$ cat config.mk
export PLATFORM = sky130hd
export DESIGN_NAME = serial_word_collector
export DESIGN_NICKNAME = d
export VERILOG_FILES = /design/src/rtl/serial_pkg.sv /design/src/rtl/serial_bit_counter.sv /design/src/rtl/serial_word_collector.sv
export SDC_FILE = /design/constraint.sdc
export NUM_CORES = 1
export LEC_CHECK = 0
export BUFFER_PORTS_ARGS = -buffer_cell sky130_fd_sc_hd__buf_2
export CORE_MARGIN = 2
export CORE_UTILIZATION = 49
export CTS_CLUSTER_SIZE = 28
export DETAILED_ROUTE_END_ITERATION = 7
export GPL_TIMING_DRIVEN = 0
export PLACE_DENSITY = 0.73
export SLEW_MARGIN = 20
export SYNTH_ARGS = -nofsm -noshare
export SYNTH_HDL_FRONTEND = slang
export SYNTH_SLANG_ARGS = --single-unit
export TNS_END_PERCENT = 30
$ cat constraint.sdc
create_clock -name t_clk -period 1.85 [get_ports t_clk]
set_clock_uncertainty 0.2 [all_clocks]
set_input_delay 0.37 -clock t_clk [delete_from_list [all_inputs] [get_ports t_clk]]
set_output_delay 0.37 -clock t_clk [all_outputs]
set_load 0.05 [all_outputs]
$ cat src/rtl/serial_pkg.sv
// Shared constants for the bit-serial datapath stages.
// Used by serial_word_collector (optional SERIAL_COLLECTOR_PARITY_EN).
package serial_pkg;

    localparam logic ST_IDLE  = 1'b0;
    localparam logic ST_SHIFT = 1'b1;

    localparam int SER_WIDTH = 8;

    typedef enum logic {
        S_IDLE  = ST_IDLE,
        S_SHIFT = ST_SHIFT
    } state_e;

endpackage

$ cat src/rtl/serial_bit_counter.sv
// Bit position counter for one serial word.
// Saturates in range 0..WIDTH-1 via clear/load-one/increment controls.
module serial_bit_counter
    import serial_pkg::*;
#(
    parameter  int WIDTH = SER_WIDTH,
    localparam int CNT_W = $clog2(WIDTH)
) (
    input  logic             t_clk,
    input  logic             r_n,
    input  logic             clr,
    input  logic             load_one,
    input  logic             inc,
    output logic [CNT_W-1:0] count,
    output logic             last
);

    logic [CNT_W-1:0] cnt_q;

    always_ff @(posedge t_clk or negedge r_n) begin
        if (!r_n) begin
            cnt_q <= '0;
        end else if (clr) begin
            cnt_q <= '0;
        end else if (load_one) begin
            cnt_q <= CNT_W'(1);
        end else if (inc) begin
            cnt_q <= cnt_q + CNT_W'(1);
        end
    end

    assign count = cnt_q;
    assign last  = (cnt_q == CNT_W'(WIDTH - 1));

endmodule

$ cat src/rtl/serial_word_collector.sv
// Reassembles LSB-first serial words into a one-deep valid/ready output.
// Define SERIAL_COLLECTOR_PARITY_EN to add the registered out_par output.
module serial_word_collector
    import serial_pkg::*;
#(
    parameter  int WIDTH = SER_WIDTH,
    localparam int CNT_W = $clog2(WIDTH)
) (
    input  logic             t_clk,
    input  logic             r_n,
    input  logic             s_bit,
    input  logic             s_start,
    output logic [WIDTH-1:0] out_word,
    output logic             out_valid,
    input  logic             out_ready,
    output logic             ovf,
    output logic             frame_err
`ifdef SERIAL_COLLECTOR_PARITY_EN
    ,
    output logic             out_par
`endif
);

    state_e           state_q;
    logic [WIDTH-2:0] shift_q, shift_d;
    logic [WIDTH-1:0] out_word_q;
    logic             out_valid_q;
    logic             ovf_q;
    logic             ferr_q;
    logic [CNT_W-1:0] count;
    logic             last;
    logic             in_shift;
    logic             complete;
    logic             load;
    logic [WIDTH-1:0] word_full;

    assign in_shift  = (state_q == S_SHIFT);
    assign complete  = in_shift & ~s_start & last;
    assign load      = complete & (~out_valid_q | out_ready);
    assign word_full = {s_bit, shift_q};

    serial_bit_counter #(
        .WIDTH    (WIDTH)
    ) u_cnt (
        .t_clk    (t_clk),
        .r_n      (r_n),
        .clr      (complete),
        .load_one (s_start),
        .inc      (in_shift & ~s_start & ~last),
        .count    (count),
        .last     (last)
    );

    // The top bit never lands in shift_q; it is taken straight from s_bit.
    always_comb begin
        shift_d = shift_q;
        if (s_start) begin
            shift_d    = '0;
            shift_d[0] = s_bit;
        end else if (in_shift && !last) begin
            for (int i = 0; i < WIDTH - 1; i++) begin
                if (CNT_W'(i) == count) begin
                    shift_d[i] = s_bit;
                end
            end
        end
    end

`ifdef SERIAL_COLLECTOR_PARITY_EN
    logic par_q;
`endif

    always_ff @(posedge t_clk or negedge r_n) begin
        if (!r_n) begin
            state_q     <= S_IDLE;
            shift_q     <= '0;
            out_word_q  <= '0;
            out_valid_q <= 1'b0;
            ovf_q       <= 1'b0;
            ferr_q      <= 1'b0;
`ifdef SERIAL_COLLECTOR_PARITY_EN
            par_q       <= 1'b0;
`endif
        end else begin
            shift_q <= shift_d;
            ferr_q  <= in_shift & s_start;

            case (state_q)
                S_IDLE: begin
                    if (s_start) begin
                        state_q <= S_SHIFT;
                    end
                end
                S_SHIFT: begin
                    if (complete) begin
                        state_q <= S_IDLE;
                    end
                end
                default: state_q <= S_IDLE;
            endcase

            if (load) begin
                out_word_q  <= word_full;
                out_valid_q <= 1'b1;
`ifdef SERIAL_COLLECTOR_PARITY_EN
                par_q       <= ^word_full;
`endif
            end else if (out_ready) begin
                out_valid_q <= 1'b0;
            end

            if (complete && out_valid_q && !out_ready) begin
                ovf_q <= 1'b1;
            end
        end
    end

    assign out_word  = out_word_q;
    assign out_valid = out_valid_q;
    assign ovf       = ovf_q;
    assign frame_err = ferr_q;
`ifdef SERIAL_COLLECTOR_PARITY_EN
    assign out_par   = par_q;
`endif

endmodule

==> results of run 1 <==
-- area by class of cell --
type                       instances  area [um2]
buffer                             3        26.3
tap                               27        33.8
clock buffer                       4        36.3
timing repair buffer              22         130
fill                             153         734
sequential                        22         552
inverter                           4        15.0
multi-input combinational         50         474
-- power by group --
part / switching (mW) / internal [mW]
registers: 0.0516 / 0.556
clock network: 0.145 / 0.120
logic: 0.303 / 0.202
-- stage by stage --
step / setup TNS [ns] / instances / cell area [um2]
4_1_cts: 0 / 129 / 1240
6_report: 0 / 132 / 1270
3_3_place_gp: -1.20 / 121 / 1160
5_1_grt: 0 / 132 / 1270
2_1_floorplan: 0 / 79 / 1050
3_5_place_dp: -1.44 / 121 / 1160
-- worst max-delay path, cell delays in order (launching register included) --
cell and delay [ns]:
dfrtp_1 0.38, ha_2 0.21, ha_4 0.17, nand3b_2 0.11, nor2b_2 0.13, buf_6 0.17, mux2_4 0.31
-- final timing paths --
kind                                     start             end  slack, ns  cells past startpoint
worst max-delay path            u_cnt.count[0]     out_word[1]       0.06                      6
worst min-delay path                   s_start        in_shift       0.11                      2
worst max register to register  u_cnt.count[0]     out_word[1]       0.06                      6
worst min register to register             ovf             ovf       0.29                      1
max in group asynchronous                  r_n  u_cnt.count[2]       0.76                      2
min in group asynchronous                  r_n     out_word[0]       0.34                      2
-- registers in the layout, indices dropped and copies added (netlist names) --
register     cells
ovf              1
shift_q          7
u_cnt.count      3
in_shift         1
frame_err        1
out_valid        1
out_word         8
-- cell families (layout without fill, tap and decap cells) --
logic type,Yosys count,count (layout),synth area share
compound gates,10,10,0.0667
fa+ha+maj,6,6,0.0714
buf+inv,7,33,0.0393
flops,22,22,0.524
mux,13,13,0.163
simple gates,21,21,0.136
-- placed cells by master, fill, tap and decap left out, types with 3 or more instances in the layout --
| master | instances |
|---|---|
| a21oi_1 | 4 |
| buf_2 | 15 |
| buf_4 | 6 |
| clkbuf_4 | 3 |
| dfrtp_1 | 21 |
| ha_1 | 4 |
| inv_1 | 4 |
| mux2_4 | 8 |
| mux2i_1 | 4 |
| nand2b_1 | 3 |
| nand4b_1 | 3 |
| nor2_1 | 5 |
-- metal layers --
metal	up-vias	wire length, um
met5	-	0
met4	0	13
met3	2	45
met2	8	876
met1	323	899
li1	325	-
-- what timing repair did --
item / in CTS / in global routing
pin swaps: 1 / 0
setup endpoints to repair: 11 / 8
gates resized for setup: 3 / 1
buffers inserted: 3 / 3
hold endpoints to repair: 22 / 0
hold buffers: 1 / 0
==> out/qor.tcl, run 1 <==
set qor(yosysWarnings) 0
set qor(rows) 16
set qor(cp_data_arrival_time_ns) 1.79
set qor(insertion_delay_of_the_later_clocked_pin_in_the_worst_skew_pair_ns) 0.30
set qor(cts.htree.levels) 1
set qor(finish.utilization) 0.633
set qor(critical_path_required_ns) 1.85
set qor(die_height_um) 50.3
set qor(io_pins) 16
set qor(syn_nets) 90
set qor(cts_buffer_depth) 2
set qor(synthDominantAreaCellType) {dfrtp_1}
set qor(ys_ff_latch) 22
set qor(finalSetupViolations) 0
set qor(clock_sink_count) 22
set qor(drt_iter0_drc) 10
set qor(asyncSetResetFlopFracSynth) 1.00
set qor(post-route-drc-count) 0
set qor(max_cap_viol_count) 0
set qor(global_route.usage.met3) 0.0298
set qor(syn_to_final_growth_pct) 20.6
set qor(timing.slew.headroom) 0.679
set qor(globalRouteMet1Util) 0.240
set qor(tritoncts) {done}
set qor(synth_common_cells) {dfrtp_1 (22), mux2_4 (8), ha_1 (6)}
set qor(antenna_found_initial) 0
set qor(synthDominantCellAreaShare) 0.524
set qor(design_power_total_mw) 1.38
set qor(most_frequent_cell_after_synthesis) {dfrtp_1}
set qor(finalCriticalPeriod_ns) 1.79
set qor(num_antenna_cells) 0
set qor(cp_max_fo) 8
set qor(ir_drop_mv) 0.503
set qor(worst_pin_slew_ns) 0.482
set qor(synth.top_cells.by_area) {dfrtp_1 (52%), mux2_4 (11%), ha_1 (7.1%)}
set qor(grt_remaining_overflow) 0
set qor(min_period_over_period) 0.967
set qor(drive_above_1_share) 0.429
set qor(fmax_achieved_ghz) 0.559
set qor(critPathLaunchType) {register}
set qor(dp_worst_setup_slack_ns) -0.172
set qor(finalNetCount) 117
set qor(pin_count_of_the_biggest_net_entering_global_routing) 23
set qor(whs_ns) 0.107
set qor(ys_dominant_reg_cell) {dfrtp_1}
set qor(synth_enable_flop_cells) 0
set qor(grt_first_pass_wirelength_um) 3190
set qor(post_drt_via_cell_ratio) 4.98
set qor(setup.worst_path.end_class) {register}
set qor(leakage_nw) 0.667
set qor(grt.met2_usage) 0.252
set qor(dr.pass1.iters) 3
set qor(post_synth_inst_count) 79
set qor(outcome) {finished, final reports clean}
set qor(route.antenna.remaining_nets) 0
set qor(root_buffer) {clkbuf_4}
set qor(worst_setup_hold_path_clk_slew_ns) 0.12
set qor(pnr_worst_setup_slack_ns) 0.0610
set qor(placeableCoreArea_um2) 2000
set qor(setup.worst_path.class) {reg -> reg}
set qor(syn_avg_cell_area_um2) 13.3
set qor(post_synth_instance_area_um2) 1050
set qor(first_global_vias) 660
set qor(setup_repair_after_global_routing_missed_its_margin) {false}
set qor(pwr_density_cell_nw_per_um2) 1090
set qor(via_count) 658
set qor(tritoncts.num_buffers) 3
set qor(ys_seq_area_frac) 0.524
set qor(global_route_usage_over_all_layers) 0.171
set qor(die_width_um) 50.3
set qor(maxSlewViolCount) 0
set qor(port_buffers) 15
set qor(wl_um) 1830
set qor(hold_viol) 0
set qor(grt-busiest-layer) {met2}
set qor(initial_utilization) 0.525
set qor(gp_congestion) 0.795
set qor(min-delay-path-class) {in -> reg}
set qor(synth.distinct_cells) 24
set qor(floorplan.die_area_um2) 2530
set qor(drt-wirelength-per-cell_um) 13.9
Note: power is estimated with default switching activity, not from simulation.
==> run 2: changes to the inputs <==
CORE_UTILIZATION = 50   (was 49)
PLACE_DENSITY = 0.72   (was 0.73)
clock period = 2.3 ns   (was 1.85 ns; I/O delays follow)
==> out/qor.tcl, run 2 (same netlist as run 1, synthesis figures left out) <==
set qor(rows) 16 ;# unchanged
set qor(max_ffs_per_register) 8 ;# unchanged
set qor(layout_common_cells) {dfrtp_1 (22), buf_2 (15), mux2_4 (8), ha_1 (6), nor2_1 (5)} ;# was dfrtp_1 (21), buf_2 (15), mux2_4 (8), buf_4 (6), nor2_1 (5)
set qor(critical-path-top-cell-by-count) {ha_1}
set qor(min-delay-path-class) {in -> reg} ;# unchanged
set qor(placeableCoreArea_um2) 1980 ;# was 2000 um2
set qor(multi_input_area_um2) 459 ;# was 474 um2
set qor(fin_tns_setup_ns) 0 ;# unchanged
set qor(io_pins) 16 ;# unchanged
set qor(pnr_worst_setup_slack_ns) 0.264 ;# was 0.0610 ns
set qor(routedLengthMet1_um) 802 ;# was 899 um
set qor(cp_data_arrival_time_ns) 2.04 ;# was 1.79 ns
set qor(dr.pass1.iters) 3 ;# unchanged
set qor(cts_buffer_depth) 2 ;# unchanged
set qor(finalCriticalPeriod_ns) 2.04 ;# was 1.79 ns
set qor(leakage_nw) 0.636 ;# was 0.667 nW
set qor(drive_above_1_share) 0.357 ;# was 0.429
set qor(design_power_total_mw) 1.02 ;# was 1.38 mW
set qor(post_dp_hpwl_um) 1130
set qor(route.antenna.remaining_nets) 0 ;# unchanged
set qor(routed-wl-met2_um) 723 ;# was 876 um
set qor(min_period_over_period) 0.885 ;# was 0.967
set qor(outcome) {finished, final reports clean} ;# unchanged
set qor(die_width_um) 49.8 ;# was 50.3 um
set qor(finalNetCount) 111 ;# was 117
set qor(highest_layer) {met4} ;# unchanged
set qor(grt_first_pass_wirelength_um) 2950 ;# was 3190 um
set qor(post-route-drc-count) 0 ;# unchanged
set qor(maxSlewViolCount) 0 ;# unchanged
set qor(nFillCells) 169 ;# was 153
set qor(global_route_usage_over_all_layers) 0.163 ;# was 0.171
set qor(num_antenna_cells) 0 ;# unchanged
set qor(pin_count_of_the_biggest_net_entering_global_routing) 23 ;# unchanged
set qor(wl_um) 1620 ;# was 1830 um
set qor(pwr_density_cell_nw_per_um2) 856 ;# was 1090 nW/um2
set qor(setup_repair_after_global_routing_missed_its_margin) {false} ;# unchanged
set qor(initial_utilization) 0.530 ;# was 0.525
set qor(area.sequential_um2) 551 ;# was 552 um2
set qor(fmax_achieved_ghz) 0.491 ;# was 0.559 GHz
set qor(timing.slew.headroom) 0.682 ;# was 0.679
set qor(root_buffer) {clkbuf_4} ;# unchanged
set qor(timing.critical_path.cells) {ha_1 > ha_1 > nand3b_2 > nor2b_2 > buf_6 > mux2_4} ;# was ha_2 > ha_4 > nand3b_2 > nor2b_2 > buf_6 > mux2_4
set qor(tritoncts.num_buffers) 3 ;# unchanged
set qor(dp_worst_setup_slack_ns) 0.263 ;# was -0.172 ns
set qor(worst_setup_hold_path_clk_slew_ns) 0.11 ;# was 0.12 ns
set qor(antenna_found_initial) 0 ;# unchanged
set qor(hold_viol) 0 ;# unchanged
set qor(worst_pin_slew_ns) 0.477 ;# was 0.482 ns
set qor(post_cts_resize_count) 0 ;# was 3
set qor(critical_path_required_ns) 2.30 ;# was 1.85 ns
set qor(crit_path_max_incr_delay_ns) 0.44 ;# was 0.38 ns
set qor(via_count) 631 ;# was 658
set qor(die_height_um) 49.8 ;# was 50.3 um
set qor(setup.worst_path.class) {reg -> reg} ;# unchanged
set qor(timing.critical_path.buf_inv) 1 ;# unchanged
set qor(met3_wirelength_um) 39 ;# was 45 um
set qor(insertion_delay_of_the_later_clocked_pin_in_the_worst_skew_pair_ns) 0.30 ;# about the same
set qor(finalSetupViolations) 0 ;# unchanged
set qor(worst_path_dominant_cell_family) {adder cells} ;# was flip-flops
set qor(post_drt_via_cell_ratio) 5.05 ;# was 4.98
set qor(gp_congestion) 0.801 ;# was 0.795
set qor(layout_commonest_cell) {dfrtp_1} ;# unchanged
set qor(drt_iter0_drc) 12 ;# was 10
set qor(drt-wirelength-per-cell_um) 13.0 ;# was 13.9 um
set qor(critPathLaunchType) {register} ;# unchanged
set qor(placed_cells) 121 ;# unchanged
set qor(cts.htree.levels) 1 ;# unchanged
set qor(cp_max_fo) 8 ;# unchanged
set qor(clock_sink_count) 22 ;# unchanged
set qor(stdcell_count) 125 ;# was 132
set qor(postCtsSetupRepairBufs) 0 ;# was 3
set qor(syn_to_final_growth_pct) 13.5 ;# was 20.6%
set qor(setup.worst_path.end_class) {register} ;# unchanged
set qor(grt_remaining_overflow) 0 ;# unchanged
set qor(max_cap_viol_count) 0 ;# unchanged
set qor(ir_drop_mv) 0.499 ;# was 0.503 mV
set qor(tritoncts) {done} ;# unchanged
set qor(port_buffers) 15 ;# unchanged
set qor(critical_path_s_slowest_cell) {dfrtp_1} ;# unchanged
set qor(first_global_vias) 642 ;# was 660
set qor(floorplan.die_area_um2) 2480 ;# was 2530 um2
run 2: cell count changes in the layout (fill, tap and decap cells not counted), sizes merged:
cell	previous run	this run
buf	23	17
clkbuf	5	4
run 2: metal layers:
metal  up-vias  global-route usage
met5         -                   0
met4         0               0.125
met3         4              0.0273
met2        10               0.242
met1       307               0.212
li1        310                   -
run 2: cell type report:
cell class	count	share of cell area
Tap cell	27	0.0283
Multi-Input combinational cell	50	0.385
Sequential cell	22	0.462
Buffer	3	0.0220
Clock buffer	3	0.0189
Timing Repair Buffer	16	0.0714
Inverter	4	0.0126
run 2: power by group:
group          leakage (nW)  internal [mW]  switching (mW)
Clock                0.0138         0.0612           0.108
Sequential            0.288          0.446          0.0426
Combinational         0.334          0.137           0.225
Total                 0.636          0.645           0.376
run 2: repair_timing:
| item | CTS | global route |
|---|---|---|
| endpoints found under the hold margin | 22 | 0 |
| hold buffers | 1 | 0 |
| setup endpoints to repair | 0 | 0 |
run 2: per-stage QoR:
stage          hold slack (ns)  instance area (um2)  utilization
3_3_place_gp             0.248                 1160        0.585
4_1_cts                  0.190                 1190        0.602
6_report                 0.199                 1190        0.602
5_1_grt                  0.225                 1190        0.602
3_5_place_dp             0.254                 1160        0.585
2_1_floorplan          -0.0356                 1050            -
run 2: path summary, 6_finish.rpt:
path | start | endpoint | slack, ns | depth (start not counted)
max | u_cnt.count[0] | out_word[3] | 0.26 | 6
min | s_start | in_shift | 0.20 | 2
max reg2reg | u_cnt.count[0] | out_word[3] | 0.26 | 6
min reg2reg | ovf | ovf | 0.28 | 1
max in group asynchronous | r_n | shift_q[3] | 1.14 | 2
min in group asynchronous | r_n | shift_q[1] | 0.43 | 2
